<file path="src/rtl/alu_issue_ctrl.sv">
// Issue/capture controller for an external 8-bit ALU: registers operands, waits a settle time, captures the result.
// Optional macro ALU_ISSUE_PIPE_EN lets a new request be accepted in the same edge the previous result drains.
module alu_issue_ctrl #(
    parameter int SETTLE_CYCLES = 1,
    parameter int SHIFT_CYCLES  = 2
) (
    input  logic       clk,
    input  logic       rst,
    input  logic       in_valid,
    output logic       in_ready,
    input  logic [7:0] in_a,
    input  logic [7:0] in_b,
    input  logic [2:0] in_sel,
    input  logic       in_shift,
    output logic [7:0] alu_a,
    output logic [7:0] alu_b,
    output logic [2:0] alu_sel,
    output logic       alu_shift,
    input  logic [7:0] alu_o,
    input  logic       alu_cout,
    output logic       out_valid,
    input  logic       out_ready,
    output logic [7:0] out_result,
    output logic       out_cout,
    output logic       out_zero,
    output logic       busy
);

    typedef enum logic [1:0] {IDLE, WAIT, DONE} state_t;

    localparam logic [3:0] SETTLE_LD = 4'(SETTLE_CYCLES - 1);
    localparam logic [3:0] SHIFT_LD  = 4'(SHIFT_CYCLES - 1);
    localparam logic [2:0] SEL_SHIFT = 3'b011;

    state_t     state_q, state_d;
    logic [3:0] cnt_q, cnt_d;
    logic [7:0] alu_a_q, alu_a_d, alu_b_q, alu_b_d;
    logic [2:0] alu_sel_q, alu_sel_d;
    logic       alu_shift_q, alu_shift_d;
    logic [7:0] res_q, res_d;
    logic       cout_q, cout_d, zero_q, zero_d;
    logic       accept;

`ifdef ALU_ISSUE_PIPE_EN
    assign in_ready = (state_q == IDLE) || ((state_q == DONE) && out_ready);
`else
    assign in_ready = (state_q == IDLE);
`endif

    assign accept = in_valid && in_ready;

    always_comb begin
        state_d     = state_q;
        cnt_d       = cnt_q;
        alu_a_d     = alu_a_q;
        alu_b_d     = alu_b_q;
        alu_sel_d   = alu_sel_q;
        alu_shift_d = alu_shift_q;
        res_d       = res_q;
        cout_d      = cout_q;
        zero_d      = zero_q;

        case (state_q)
            IDLE: ;
            WAIT: begin
                if (cnt_q != 4'd0) begin
                    cnt_d = cnt_q - 4'd1;
                end else begin
                    res_d   = alu_o;
                    cout_d  = alu_cout;
                    zero_d  = (alu_o == 8'h00);
                    state_d = DONE;
                end
            end
            DONE: begin
                if (out_ready) begin
                    state_d = IDLE;
                end
            end
            default: state_d = IDLE;
        endcase

        // Accept overrides the drain transition so a pipelined accept lands in WAIT.
        if (accept) begin
            alu_a_d     = in_a;
            alu_b_d     = in_b;
            alu_sel_d   = in_sel;
            alu_shift_d = in_shift;
            cnt_d       = (in_sel == SEL_SHIFT) ? SHIFT_LD : SETTLE_LD;
            state_d     = WAIT;
        end
    end

    always_ff @(posedge clk) begin
        if (rst) begin
            state_q     <= IDLE;
            cnt_q       <= 4'd0;
            alu_a_q     <= 8'h00;
            alu_b_q     <= 8'h00;
            alu_sel_q   <= 3'b000;
            alu_shift_q <= 1'b0;
            res_q       <= 8'h00;
            cout_q      <= 1'b0;
            zero_q      <= 1'b0;
        end else begin
            state_q     <= state_d;
            cnt_q       <= cnt_d;
            alu_a_q     <= alu_a_d;
            alu_b_q     <= alu_b_d;
            alu_sel_q   <= alu_sel_d;
            alu_shift_q <= alu_shift_d;
            res_q       <= res_d;
            cout_q      <= cout_d;
            zero_q      <= zero_d;
        end
    end

    assign alu_a      = alu_a_q;
    assign alu_b      = alu_b_q;
    assign alu_sel    = alu_sel_q;
    assign alu_shift  = alu_shift_q;
    assign out_result = res_q;
    assign out_cout   = cout_q;
    assign out_zero   = zero_q;
    assign out_valid  = (state_q == DONE);
    assign busy       = (state_q != IDLE);

endmodule

</file>
<file path="config.mk">
export PLATFORM = sky130hd
export DESIGN_NAME = alu_issue_ctrl
export DESIGN_NICKNAME = d
export VERILOG_FILES = /design/src/rtl/alu_issue_ctrl.sv
export SDC_FILE = /design/constraint.sdc
export NUM_CORES = 1
export LEC_CHECK = 0
export CAP_MARGIN = 25
export CORE_ASPECT_RATIO = 0.6
export CORE_MARGIN = 2
export CORE_UTILIZATION = 43
export DETAILED_ROUTE_END_ITERATION = 10
export PLACE_DENSITY_LB_ADDON = 0.1
export SLEW_MARGIN = 20
export SYNTH_ARGS = -nofsm -noshare
export SYNTH_HDL_FRONTEND = slang
export SYNTH_SLANG_ARGS = --single-unit
export TNS_END_PERCENT = 1
</file>
<file path="constraint.sdc">
create_clock -name clk -period 3.1 [get_ports clk]
set_input_delay 0.31 -clock clk [delete_from_list [all_inputs] [get_ports clk]]
set_output_delay 0.31 -clock clk [all_outputs]
set_load 0.05 [all_outputs]
</file>
==> impl_metrics.yaml, run 1 <==
outcome:
  status: "complete, no violations"
floorplan:
  die_h_um: 48.6
  die_w_um: 78.4
  ios: 66
  start_util: 0.445
  placementRows: 16
  core_area_um2: 3200
  die-area_um2: 3810
timing:
  fin_worst_skew_ps: 1.89
  max_slew_margin: 0.486
  layout_min_cycle_time_ps: 1960
  slew_viol_final: 0
  rsz0062_at_grt: "no"
  tightest_slew_ps: 767
  final.period_utilization: 0.634
  setup_viol: 0
  hold_viol_final: 0
  clock.fmax_ghz: 0.509
  finalSetupTns_ps: 0
clocking:
  clk-insertion-delay-late_ps: 280
  cts.path.max_buffers: 2
  numCtsBuffers: 5
  path_clk_slew_ps: 70
  postCtsSetupBuffers: 0
  clock-sinks: 36
  cts_tree: "built"
  post_cts_resized: 0
  cts_root_buffer: "clkbuf_8"
  htree_num_levels: 2
  ctsHoldBuffers: 0
route:
  drt-wirelength-per-cell_um: 13.0
  viasPerCell: 5.04
  firstDrtPassIters: 6
  wl_mm: 3.65
  drcViolationCount: 0
  vias: 1415
  drt-initial-drc-count: 76
  ant_nets: 0
flow_run:
  cap_violations: 0
grt:
  antenna_found_initial: 0
  grt_pass1_wl_mm: 6.12
  grt_overflow: 0
  grt_max_degree: 24
  gr-usage-all-layers: 0.204
  grt_pass1_vias: 1321
yosys:
  ys.flop_type: "dfxtp_1"
  ys_seq_area_frac: 0.505
  syn_inst: 175
  synth_cell_types: 27
  synth_area_um2: 1430
  synth_top_area_share: 0.505
  yosysWarnings: 0
  synth_top_area_cell: "dfxtp_1"
  synthTopCellsByArea: "dfxtp_1, a21oi_1, nand2_1"
  synthTopCellsByCount: "nand2_1, dfxtp_1, a21oi_1, o21ai_0, nand3_1"
  yosysMostFrequentCell: "nand2_1"
  yosys_register_bits: 36
  avgSynthCellArea_um2: 8.15
  synth_nets: 210
  synth_edf_count: 0
  synth-async-reset-ratio: 0
cells_and_area:
  num-fill-cells: 260
  multiInputGateArea_um2: 627
  fin_nets: 271
  antenna-diode-count: 0
  layout-drive-gt1-share: 0.0551
  stdcell_area_um2: 2180
  area_delta_synth_final_pct: 53.2
  seqCellArea_um2: 721
  final_util: 0.682
critical_path:
  worst_setup_path_start_kind: "flip-flop"
  arrival_ps: 1650
  endpoint_kind: "output port"
  crit_path_max_fanout: 7
  criticalPathCategory: "flip-flop to output port"
  crit_required_ps: 2790
  cp_cell_sequence: "nor2b_1, clkdlybuf4s50_1"
  cp_slowest_stage_delay_ps: 810
  slowest_stage: "clkdlybuf4s50_1"
  cp_top_family: "buffers and inverters"
  path_buf_inv: 1
power_and_ir_drop:
  ir_drop_v: 0.000332
  leakage_nw: 0.796
  p_per_area_nw_per_um2: 540
placed_design:
  placed_area_um2: 2090
  portBuffers: 65
  hpwl_mm: 2.55
  gp_congestion: 0.757
min_path:
  min_path_type: "flip-flop to flip-flop"
layout by cell type (no fill, tap or decap), types with 5 or more instances in the layout:
cell type	synthesis	final
clkdlybuf4s50_1	0	65
nand2_1	40	40
dfxtp_1	36	36
a21oi_1	35	35
o21ai_0	13	13
nand3_1	10	10
clkbuf_8	0	7
inv_1	5	5
final cells by class:
cell class	instances	share of cell area
flip-flops and latches	36	0.330
inverters	5	0.00859
clock buffers	7	0.0441
multi-input cells	121	0.287
well taps	45	0.0258
repair buffers	67	0.305
power by group:
part | total [mW] | leakage (nW) | switching, mW | internal (mW)
logic | 0.320 | 0.451 | 0.200 | 0.119
clock network | 0.350 | 0.0503 | 0.153 | 0.198
registers | 0.510 | 0.295 | 0.0169 | 0.493
total | 1.18 | 0.796 | 0.370 | 0.810
logic make-up (layout without fill, tap and decap cells):
family,after synthesis,count (layout),share of synthesized area
and+or+nand+nor,68,68,0.229
AOI/OAI and AO/OA,51,51,0.189
DFF,36,36,0.505
buffers and inverters,18,79,0.0588
adders and majority gates,2,2,0.0175
worst min-delay path, cell delays in order (launching register included):
cell	delay, ps
dfxtp_1	310
nand2_1	50
a21oi_1	50
sequential cells by signal, summed over array words and instances, names as in the netlist:
name	count
alu_a	8
alu_b	8
alu_sel	3
alu_shift	1
cnt_q	4
out_cout	1
out_result	8
out_zero	1
state_q	2
final timing paths:
path / end / cells past startpoint / startpoint / slack, ps
setup / recovery: out_valid / 2 / state_q[1] / 1140
hold / removal: alu_b[0] / 2 / alu_b[0] / 450
hold reg to reg: alu_b[0] / 2 / alu_b[0] / 450
setup reg to reg: cnt_q[0] / 5 / cnt_q[0] / 1290
layer usage:
metal | routed length (µm) | track usage
met5 | 0 | 0
met4 | 39 | 0.0702
met3 | 223 | 0.0634
met2 | 1690 | 0.329
met1 | 1700 | 0.262
through the flow:
step	worst slack, ps	hold slack [ps]	std cells	total power, mW
after detailed placement	1010	446	274	0.838
after global routing	1030	476	281	1.24
after floorplan	1300	446	175	0.720
after global placement	1120	441	274	0.829
final	1140	454	281	1.18
after CTS	1120	456	281	1.19
(Power assumes the default switching activity.)
==> inputs of run 2 (changes only) <==
--- a/config.mk
+++ b/config.mk
@@ -8,7 +8,7 @@
 export CAP_MARGIN = 25
 export CORE_ASPECT_RATIO = 0.6
 export CORE_MARGIN = 2
-export CORE_UTILIZATION = 43
+export CORE_UTILIZATION = 36
 export DETAILED_ROUTE_END_ITERATION = 10
 export PLACE_DENSITY_LB_ADDON = 0.1
 export SLEW_MARGIN = 20
==> constraint.sdc (replaced) <==
create_clock -name clk -period 1.8 [get_ports clk]
set_input_delay 0.18 -clock clk [delete_from_list [all_inputs] [get_ports clk]]
set_output_delay 0.18 -clock clk [all_outputs]
set_load 0.05 [all_outputs]
==> run 2 against run 1 <==
Register-to-register slack got worse by 1100 ps; non-clock buffer count rose by 4; clock power rose by 51%; design area rose by 0.86%; wire length rose by 5.2%; hold slack got worse by 8.2 ps; sequential power rose by 73%; via count rose by 2.9%; cell count rose by 2.1%; first-iteration DRC count fell by 6.6%; critical path type unchanged; critical endpoint is now out_result[5].
==> impl_metrics.yaml, run 2 (same netlist as run 1, synthesis figures left out) <==
outcome:
  status: "complete, no violations"
clocking:
  cts.path.max_buffers: 2
  clock-sinks: 36
  cts_tree: "built"
  ctsHoldBuffers: 0
  path_clk_slew_ps: 70
  cts_root_buffer: "clkbuf_8"
  post_cts_resized: 0
  postCtsSetupBuffers: 0
  clk-insertion-delay-late_ps: 280
  htree_num_levels: 2
  numCtsBuffers: 5
floorplan:
  die_w_um: 85.3
  die-area_um2: 4500
  die_h_um: 52.8
  ios: 66
  core_area_um2: 3740
  start_util: 0.381
  placementRows: 17
critical_path:
  cp_slowest_stage_delay_ps: 810
  crit_required_ps: 1620
  cp_cell_sequence: "clkdlybuf4s50_1"
  arrival_ps: 1440
  rr_endpoint: "cnt_q[3]"
  path_buf_inv: 1
  setup.worst_path.end: "out_result[5]"
  slowest_stage: "clkdlybuf4s50_1"
  criticalPathCategory: "flip-flop to output port"
  r2r_slack_ps: 240
  worst_setup_path_start_kind: "flip-flop"
  reg2regPathDepth: 5
  cp.depth: 1
  crit_path_max_fanout: 2
  endpoint_kind: "output port"
  reg2reg_from: "cnt_q[0]"
  cp_top_family: "buffers and inverters"
  critPathLaunch: "out_result[5]"
grt:
  grt_max_degree: 21
  grt_use_met3: 0.0646
  use_met2: 0.286
  grt_overflow: 0
  grt_pass1_wl_mm: 6.31
  use_met1: 0.231
  grt_pass1_vias: 1354
  antenna_found_initial: 0
  busiest_layer: "met2"
  gr-usage-all-layers: 0.182
timing:
  finalSetupTns_ps: 0
  rsz0062_at_grt: "no"
  layout_min_cycle_time_ps: 1620
  clock.fmax_ghz: 0.616
  hold_viol_final: 0
  setup_viol: 0
  max_slew_margin: 0.651
  fin_worst_skew_ps: 2.05
  slew_viol_final: 0
  tightest_slew_ps: 522
  final.period_utilization: 0.901
  postLayoutSetupSlackWorst_ps: 178
power_and_ir_drop:
  leakage_nw: 0.812
  ir_drop_v: 0.000498
  p_per_area_nw_per_um2: 896
min_path:
  hold_depth: 3
  min_path_type: "input port to flip-flop"
route:
  firstDrtPassIters: 4
  viasPerCell: 5.07
  drt-initial-drc-count: 71
  vias: 1456
  drcViolationCount: 0
  drt-wirelength-per-cell_um: 13.4
  wl_mm: 3.84
  ant_nets: 0
placed_design:
  placed_area_um2: 2130
  place_ws_ps: 144
  gp_congestion: 0.773
  dp.cells: 280
  portBuffers: 65
  hpwl_mm: 2.81
cells_and_area:
  layout-drive-gt1-share: 0.0792
  area_delta_synth_final_pct: 54.5
  antenna-diode-count: 0
  fin_cells: 287
  final_common_cell: "clkdlybuf4s50_1"
  final_cell_mix: "clkdlybuf4s50_1, nand2_1, dfxtp_1"
  stdcell_area_um2: 2200
  fin_nets: 275
  final_util: 0.589
  num-fill-cells: 333
flow_run:
  cap_violations: 0
[run 2: worst min-delay path by stage]
stage,end,start
after floorplan,alu_a[1],in_a[1]
after global placement,alu_b[2],alu_b[2]
after detailed placement,alu_a[0],alu_a[0]
after CTS,alu_b[1],in_b[1]
after global routing,alu_b[3],in_b[3]
final,alu_a[0],in_a[0]
[run 2: power breakdown]
| part | leakage [nW] | internal [mW] | switching, mW |
|---|---|---|---|
| Sequential | 0.295 | 0.849 | 0.0312 |
| Combinational | 0.477 | 0.220 | 0.346 |
| Clock | 0.0410 | 0.263 | 0.266 |
| Total | 0.812 | 1.33 | 0.644 |
[run 2: final cells by class]
class,instances,area [µm²],share of cell area
flip-flops and latches,36,721,0.327
repair buffers,71,701,0.318
multi-input cells,121,627,0.284
clock buffers,6,72.6,0.0329
well taps,47,58.8,0.0267
inverters,5,18.8,0.00852
clock inverters,1,5.00,0.00227
[run 2: routing by layer]
| metal | share of wire | up-vias |
|---|---|---|
| met5 | 0 | - |
| met4 | 0.0036 | 0 |
| met3 | 0.092 | 3 |
| met2 | 0.45 | 69 |
| met1 | 0.46 | 662 |
| li1 | - | 722 |
[run 2: stage by stage]
| step | power, mW | hold WS, ps |
|---|---|---|
| finish | 1.97 | 446 |
| global route | 2.08 | 454 |
| CTS | 1.99 | 439 |
| detailed placement | 1.46 | 451 |
| global placement | 1.45 | 444 |
| floorplan | 1.24 | 316 |
